### src/rtl/mux_arb_pkg.sv
// Shared definitions for the registered N-channel bus multiplexer/arbiter:
// mode encodings and the helper used to size channel codes.
package mux_arb_pkg;

   localparam logic MODE_DIRECT = 1'b0;
   localparam logic MODE_RR     = 1'b1;

   // Ceiling log2 for elaboration-time sizing; clog2(1) is 0.
   function automatic int clog2(input int value);
      int result;
      result = 0;
      for (int i = 0; i < 31; i++) begin
         if ((1 << i) < value) result = i + 1;
      end
      return result;
   endfunction

   // Channel-code width, never narrower than one bit so CH=1 still has a code.
   function automatic int sel_width(input int ch);
      return (clog2(ch) < 1) ? 1 : clog2(ch);
   endfunction

endpackage

### src/rtl/mux_arb_reg_rr_pick.sv
// Combinational round-robin picker: finds the first requesting channel
// scanning from ptr upward and wrapping modulo CH (not modulo 2^SELW).
module rr_pick
   import mux_arb_pkg::*;
#(
   parameter int CH   = 4,
   parameter int SELW = sel_width(CH)
) (
   input  logic [CH-1:0]   req,
   input  logic [SELW-1:0] ptr,
   output logic            found,
   output logic [SELW-1:0] index
);

   localparam int              SW1  = SELW + 1;
   localparam logic [SW1-1:0]  CH_W = SW1'(CH);

   logic [2*CH-1:0] dbl;
   logic [2*CH-1:0] rot;
   logic [SW1-1:0]  sum;

   // Doubling the request vector makes the rotate a plain shift, so bit i of
   // rot is channel (ptr + i) mod CH for every i < CH.
   assign dbl = {req, req};
   assign rot = dbl >> ptr;

   // Take the lowest set bit of the rotated vector and undo the rotation.
   always_comb begin
      found = 1'b0;
      sum   = '0;
      for (int i = 0; i < CH; i++) begin
         if (!found && rot[i]) begin
            found = 1'b1;
            sum   = {1'b0, ptr} + SW1'(i);
         end
      end
      index = (sum >= CH_W) ? SELW'(sum - CH_W) : sum[SELW-1:0];
   end

endmodule

### src/rtl/mux_arb_reg.sv
// Registered N-channel, W-bit bus multiplexer with valid/ready handshaking.
// Direct mode picks the channel named by SEL; round-robin mode arbitrates
// fairly from PTR. The winner lands in one output register tagged with its
// channel code; the register only reloads when empty or being drained.
module mux_arb_reg
   import mux_arb_pkg::*;
#(
   parameter  int WIDTH = 8,
   parameter  int CH    = 4,
   localparam int SELW  = sel_width(CH)
) (
   input  logic                  CLK,
   input  logic                  RST,
   input  logic                  MODE,
   input  logic [SELW-1:0]       SEL,
   input  logic [CH*WIDTH-1:0]   IN_DATA,
   input  logic [CH-1:0]         IN_VALID,
   output logic [CH-1:0]         IN_READY,
   output logic [WIDTH-1:0]      OUT_DATA,
   output logic [SELW-1:0]       OUT_CH,
   output logic                  OUT_VALID,
   input  logic                  OUT_READY
);

   localparam int              NPAD = 1 << SELW;
   localparam int              SW1  = SELW + 1;
   localparam logic [SW1-1:0]  CH_W = SW1'(CH);

   logic [SELW-1:0]  ptr;
   logic             rr_found;
   logic [SELW-1:0]  rr_index;
   logic [NPAD-1:0]  valid_pad;
   logic [SELW-1:0]  dir_sel;
   logic             dir_found;
   logic             load;
   logic             cand;
   logic             grant;
   logic [SELW-1:0]  g;
   logic [WIDTH-1:0] g_data;
   logic [SW1-1:0]   g_inc;
   logic [SELW-1:0]  ptr_next;

   rr_pick #(
      .CH   (CH),
      .SELW (SELW)
   ) u_rr_pick (
      .req   (IN_VALID),
      .ptr   (ptr),
      .found (rr_found),
      .index (rr_index)
   );

   // Codes at or above CH index zero padding, so an out-of-range SEL simply
   // finds no request. With a single channel SEL is ignored entirely.
   assign valid_pad = NPAD'(IN_VALID);
   assign dir_sel   = (CH == 1) ? '0 : SEL;
   assign dir_found = valid_pad[dir_sel];

   assign load  = !OUT_VALID || OUT_READY;
   assign grant = load && cand;

   // Choose the candidate channel according to the current mode.
   always_comb begin
      cand = 1'b0;
      g    = '0;
      if (MODE == MODE_RR) begin
         cand = rr_found;
         g    = rr_index;
      end else begin
         cand = dir_found;
         g    = dir_sel;
      end
   end

   // One-hot accept toward the granted channel plus the matching data word.
   always_comb begin
      IN_READY = '0;
      g_data   = '0;
      for (int k = 0; k < CH; k++) begin
         if (SELW'(k) == g) begin
            IN_READY[k] = grant;
            g_data      = IN_DATA[k*WIDTH +: WIDTH];
         end
      end
   end

   // Pointer advances past the winner, wrapping at CH.
   assign g_inc    = {1'b0, g} + SW1'(1);
   assign ptr_next = (g_inc == CH_W) ? '0 : g_inc[SELW-1:0];

   // Output register and round-robin pointer; everything holds while stalled.
   always_ff @(posedge CLK or posedge RST) begin
      if (RST) begin
         OUT_DATA  <= '0;
         OUT_CH    <= '0;
         OUT_VALID <= 1'b0;
         ptr       <= '0;
      end else if (load) begin
         if (cand) begin
            OUT_DATA  <= g_data;
            OUT_CH    <= g;
            OUT_VALID <= 1'b1;
            ptr       <= ptr_next;
         end else begin
            OUT_VALID <= 1'b0;
         end
      end
   end

endmodule

### config.mk
export PLATFORM = sky130hd
export DESIGN_NAME = mux_arb_reg
export DESIGN_NICKNAME = d
export VERILOG_FILES = /design/src/rtl/mux_arb_pkg.sv /design/src/rtl/mux_arb_reg_rr_pick.sv /design/src/rtl/mux_arb_reg.sv
export SDC_FILE = /design/constraint.sdc
export NUM_CORES = 1
export LEC_CHECK = 0
export CAP_MARGIN = 20
export CORE_ASPECT_RATIO = 0.9
export CORE_MARGIN = 10
export CORE_UTILIZATION = 41
export DETAILED_ROUTE_END_ITERATION = 8
export PLACE_DENSITY = 0.86
export SLEW_MARGIN = 15
export SYNTH_ARGS = -nofsm -noshare
export SYNTH_HDL_FRONTEND = slang
export SYNTH_HIERARCHICAL = 1
export SYNTH_SLANG_ARGS = --single-unit
### constraint.sdc
create_clock -name CLK -period 3.6 [get_ports CLK]
set_input_delay 0.36 -clock CLK [delete_from_list [all_inputs] [get_ports CLK]]
set_output_delay 0.36 -clock CLK [all_outputs]
set_load 0.05 [all_outputs]
After elaboration in Yosys (flattened, before gate mapping)

Index checks and enable logic that the tools add are counted.

Add/subtract/negate cells: 5
Multipliers: 0
Div/mod/pow operators: 0
$lt $le $gt $ge: 2
Eq/ne operators: 4
Shift operators: 1
Mux-type cells: 23
Bitwise logic cells: 0
Reduce and logical (&&, ||, !) cells: 11

Operator list:

| kind                  | count |
|---|---|
| $mux W8               | 4 |
| $mux W1               | 11 |
| $mux W3               | 3 |
| $mux W2               | 4 |
| $shr A8 B2 Y4         | 1 |
| $add A2 B1 Y3 const B | 2 |
| $add A2 B2 Y3 const B | 2 |
| $eq A2 B2 Y1 const A  | 2 |
| $logic_and A1 B1 Y1   | 4 |
| $logic_not A1 Y1      | 4 |
| $eq A3 B3 Y1 const B  | 1 |
| $ge A3 B3 Y1 const B  | 1 |
| $lt A2 B3 Y1 const B  | 1 |
| $bmux W1 S2           | 1 |
| $eq A1 B2 Y1 const A  | 1 |
| $logic_not A2 Y1      | 1 |
| $reduce_and A2 Y1     | 1 |
| $sub A2 B1 Y2 const B | 1 |
| $logic_or A1 B1 Y1    | 1 |

Register bits after elaboration: 13
Bits in latches: 0
RAM bits: 0
ROM bits: 0
Logic and storage cells: 50
Memories kept: 0

Depth between registers and ports, before layout

Gate-level depths: netlist of the first run.

Depth in word-level cells: 19
Depth in mapped cells: 11
Depth with buffers taken out: 10

By module

The synthesis of the first run kept the hierarchy.

Modules (own cells, without submodules):

| module      | times used | cells each | area an instance (um^2) | seq. area each (um^2) |
|---|---|---|---|---|
| mux_arb_reg | 1          | 84         | 917.1                   | 325.3 |
| rr_pick     | 1          | 12         | 73.8                    | 0.0 |

Least setup slack after synthesis of the first run

Ideal clock, no wire load.

Kind: register to output
Start: register ptr[1]
End: output IN_READY[3]
Arrival time: 2.100 ns
Required time: 3.240 ns
Path slack: 1.140 ns
Stages on the path, launching flop included: 10
Cell sequence: dfrtp_1 > mux2i_1 > nor2_1 > a311oi_1 > mux2i_1 > inv_1 > ha_1 > buf_1 > clkbuf_1 > and2_2

Longest elaborated chain between the ends: 16
Elaborated cells on any way between the ends: 26
Those cells by class: add/sub (4); order compare (1); eq/ne (1); shift (1); mux (12); reduce/logical (7)

Ends and longest elaborated chain:

| element                                       | RTL line                  | RTL |
|---|---|---|
| start, declared                               | mux_arb_reg.sv:29         | `logic [SELW-1:0] ptr;` |
| start signal, assigned                        | mux_arb_reg.sv:103        | `ptr <= ptr_next;` |
| $shr A8 B2 Y4                                 | mux_arb_reg_rr_pick.sv:25 | `assign rot = dbl >> ptr;` |
| $mux W1                                       | mux_arb_reg_rr_pick.sv:32 | `if (!found && rot[i]) begin` |
| $logic_not A1 Y1                              | mux_arb_reg_rr_pick.sv:32 |  |
| $logic_and A1 B1 Y1                           | mux_arb_reg_rr_pick.sv:32 |  |
| $mux W1                                       | mux_arb_reg_rr_pick.sv:32 |  |
| $logic_not A1 Y1                              | mux_arb_reg_rr_pick.sv:32 |  |
| $logic_and A1 B1 Y1                           | mux_arb_reg_rr_pick.sv:32 |  |
| $mux W1                                       | mux_arb_reg_rr_pick.sv:32 |  |
| (+2 left out)                                 | -                         |  |
| $mux W3 (*)                                   | mux_arb_reg_rr_pick.sv:32 |  |
| $ge A3 B3 Y1 or $sub A2 B1 Y2 (tied branches) | mux_arb_reg_rr_pick.sv:37 | `index = (sum >= CH_W) ? SELW'(sum - CH_W) : sum[SELW-1:0];` |
| $mux W2 (*)                                   | mux_arb_reg_rr_pick.sv:37 |  |
| net rr_index[0]                               | mux_arb_reg.sv:31         | `logic [SELW-1:0] rr_index;` |
| $mux W2 (*)                                   | mux_arb_reg.sv:66         | `if (MODE == MODE_RR) begin` |
| net g[0]                                      | mux_arb_reg.sv:38         | `logic [SELW-1:0] g;` |
| $eq A2 B2 Y1 (*)                              | mux_arb_reg.sv:80         | `if (SELW'(k) == g) begin` |
| $mux W1 (*)                                   | mux_arb_reg.sv:80         |  |
| end, declared                                 | mux_arb_reg.sv:18         | `output logic [CH-1:0] IN_READY,` |

The timed path passes the listed nets; every way through them passes the cells marked *.

Worst setup path after layout of the first run

Start: input IN_VALID[0]
End: output IN_READY[0]

Longest elaborated chain between the ends: 16
Elaborated cells on any way between the ends: 25
Those cells by class: add/sub (1); order compare (1); shift (1); mux (14); reduce/logical (8)

Ends and longest elaborated chain:

| element                                       | RTL line                  | RTL |
|---|---|---|
| start, declared                               | mux_arb_reg.sv:17         | `input logic [CH-1:0] IN_VALID,` |
| $shr A8 B2 Y4 (*)                             | mux_arb_reg_rr_pick.sv:25 |  |
| $mux W1                                       | mux_arb_reg_rr_pick.sv:32 |  |
| $logic_not A1 Y1                              | mux_arb_reg_rr_pick.sv:32 |  |
| $logic_and A1 B1 Y1                           | mux_arb_reg_rr_pick.sv:32 |  |
| $mux W1                                       | mux_arb_reg_rr_pick.sv:32 |  |
| $logic_not A1 Y1                              | mux_arb_reg_rr_pick.sv:32 |  |
| $logic_and A1 B1 Y1                           | mux_arb_reg_rr_pick.sv:32 |  |
| $mux W1                                       | mux_arb_reg_rr_pick.sv:32 |  |
| (+2 left out)                                 | -                         |  |
| $mux W3 (*)                                   | mux_arb_reg_rr_pick.sv:32 |  |
| $ge A3 B3 Y1 or $sub A2 B1 Y2 (tied branches) | mux_arb_reg_rr_pick.sv:37 |  |
| $mux W2 (*)                                   | mux_arb_reg_rr_pick.sv:37 |  |
| net rr_index[1]                               | mux_arb_reg.sv:31         |  |
| $mux W2 (*)                                   | mux_arb_reg.sv:66         |  |
| net g[1]                                      | mux_arb_reg.sv:38         |  |
| $logic_not A2 Y1 (*)                          | mux_arb_reg.sv:80         |  |
| $mux W1 (*)                                   | mux_arb_reg.sv:80         |  |

The timed path passes the listed nets; every way through them passes the cells marked *. The select of a mux whose other input is x is not followed.

==> flow_summary.toml, run 1 <==
[critical_path]
required_ns = 3.24
cp.arrival_ns = 2.93
crit_type = "primary input to primary output"
cp_max_fo = 6
startpoint_type = "primary input"
end_kind = "primary output"

[synth]
yosysTopAreaCellShare_pct = 32.8
ys_seq_elements = 13
synthCells = 96
syn_area_um2 = 991
synth_seq_area_share_pct = 32.8
yosys_warnings = 6
synth_area_per_cell_um2 = 10.3
yosys.area.top_type = "dfrtp_1"
ys_types = 25
synth_nets = 142
synthTopCellsByArea = "dfrtp_1 (33%), mux2_4 (9.1%), mux2_2 (8.0%), a221oi_1 (6.2%), o31ai_1 (5.3%)"

[clock_network]
clock-sinks = 13
path_clk_slew_ns = 0.08
clock_path_buffers = 2
insertion_delay_ns = 0.28
numCtsBuffers = 3
cts_tree = "done"
cts_resized = 0
cts_htree_levels = 1
cts_setup_buffers = 0
cts-root-buf = "clkbuf_4"
cts_hold_buffers = 0

[sta]
min_period_ns = 3.29
timing.fmax_mhz = 304
finalSetupTns_ns = 0
hold_viol = 0
finalMaxSlewViolations = 0
worst_pin_slew_ns = 0.583
max_slew_margin_pct = 61.1
fin_skew_ns = 0.00887
rsz0062_at_grt = "no"
fin_crit_sh_pct = 91.4
setup_viol = 0

[cells_and_area]
syn2layout_area_growth_pct = 60.0
final_design_area_no_fill_um2 = 1590
antennaDiodeCount = 0
nets = 199
drive_gt1_share_pct = 17.8

[floorplan]
die_y_um = 66.6
rows = 16
die_area_um2 = 4790
core_region_area_um2 = 2240
io_pins = 57
die_w_um = 71.8
start_util_pct = 44.2

[place]
port_buffers = 56
place_area_um2 = 1560
place_hpwl_um = 2910
place.gp.congestion = 0.737

[grt]
antenna_found_initial = 0
grt_pass1_wl_um = 5630
grt_pass1_vias = 1075
grt_start_max_net_pins = 18
grt-ovfl-total = 0
grt_usage_pct = 14.7

[pwr]
p_leak_nw = 0.671
irDropWorstVdd_v = 0.000586
p_per_area_nw_per_um2 = 630

[route]
viasPerCell = 5.58
ant_nets = 0
drt_iter0_drc = 66
wl_per_cell_um = 19.6
drc = 0
dr.pass1.iters = 4
num_vias = 998
wl_um = 3510

[min_path]
worstHoldPathType = "primary input to async pin"

[flow_run]
cap_violations = 0

[run_status]
status = "completed"
cells in the mapped netlist:
master / count
buf_6: 1
a22o_1: 1
dfrtp_1: 13
clkbuf_1: 3
nand2b_1: 1
o31ai_1: 7
and2_2: 4
mux2_2: 7
nand2_1: 8
nor2b_1: 8
mux2i_1: 2
inv_1: 8
mux4_2: 1
ha_1: 4
o2bb2a_1: 1
a21oi_4: 1
or4_1: 1
mux2i_4: 1
mux2_4: 6
a21oi_1: 5
a221oi_1: 7
nor2_1: 1
o21ai_0: 3
buf_1: 1
a311oi_1: 1
flip-flops by register name, indices dropped and copies added, names as in the netlist:
name,flops
OUT_CH,2
OUT_DATA,8
OUT_VALID,1
ptr,2
worst max-delay path, stage by stage:
cell,delay (ns)
clkdlybuf4s50_1,0.57
a21oi_1,0.09
o21ai_0,0.14
o2bb2a_1,0.23
mux2_2,0.31
inv_1,0.09
ha_1,0.18
and2_2,0.15
clkdlybuf4s50_1,0.82
final timing paths:
kind	start	cells after the start	slack, ns	to
min reg2reg	OUT_DATA[1]	1	0.52	OUT_DATA[1]
max	IN_VALID[0]	9	0.31	IN_READY[0]
min	RST	2	0.42	OUT_VALID
max in group asynchronous	RST	2	2.82	OUT_DATA[6]
max reg2reg	ptr[1]	10	0.62	OUT_DATA[5]
min in group CLK	OUT_DATA[1]	1	0.52	OUT_DATA[1]
placed cells by master, fill, tap and decap left out, drive strengths merged:
cell,count
o2bb2a,1
mux2i,3
buf,4
nand2,8
clkbuf,4
nor2,1
a311oi,1
a221oi,7
mux2,13
a22o,1
nor2b,8
inv,8
nand2b,1
ha,4
and2,4
a21oi,6
or4,1
dfrtp,13
mux4,1
o31ai,7
clkdlybuf4s50,53
o21ai,3
per-stage QoR:
step | utilization [%] | setup slack [ns] | hold slack [ns] | power, mW | instances
after detailed placement | 69.5 | 0.306 | 0.499 | 0.910 | 175
final | 70.7 | 0.308 | 0.417 | 0.998 | 179
after global routing | 70.7 | 0.148 | 0.441 | 1.06 | 179
after global placement | 69.5 | 0.437 | 0.494 | 0.890 | 175
after floorplan | - | 1.14 | 0.237 | 0.683 | 96
after CTS | 70.7 | 0.331 | 0.414 | 1.01 | 179
cell type report:
type	instances	area, µm²
clock buffers	4	26.3
fillers	181	657
inverters	8	30.0
multi-input cells	70	609
flip-flops and latches	13	325
well taps	27	33.8
repair buffers	57	561
per-layer routing:
layer  up-vias  wire length [µm]  track usage [%]
met4         0                46             3.14
met3         4               264             6.37
li1        466                 -                -
met2        41              1890             27.5
met1       487              1310             14.7
met5         -                 0                0
logic make-up after synthesis:
logic type               synth area share (%)
multiplexers                             23.6
flip-flops                               32.8
buffers and inverters                    5.68
AND/OR/NAND/NOR                          12.9
adder cells (fa/ha/maj)                  5.05
AO/OA/AOI/OAI                            19.9
report_power, final:
| group | switching (mW) | internal (mW) |
|---|---|---|
| registers | 0.0459 | 0.209 |
| clock network | 0.0463 | 0.0430 |
| logic | 0.375 | 0.279 |
Note: power is estimated with default switching activity, not from simulation.
==> run 2, diff against run 1 <==
--- a/config.mk
+++ b/config.mk
@@ -5,7 +5,7 @@
 export SDC_FILE = /design/constraint.sdc
 export NUM_CORES = 1
 export LEC_CHECK = 0
-export CAP_MARGIN = 20
+export CAP_MARGIN = 30
 export CORE_ASPECT_RATIO = 0.9
 export CORE_MARGIN = 10
 export CORE_UTILIZATION = 41
==> results of run 2 <==
No change in the layout: final DEF, timing and power equal those of run 1.
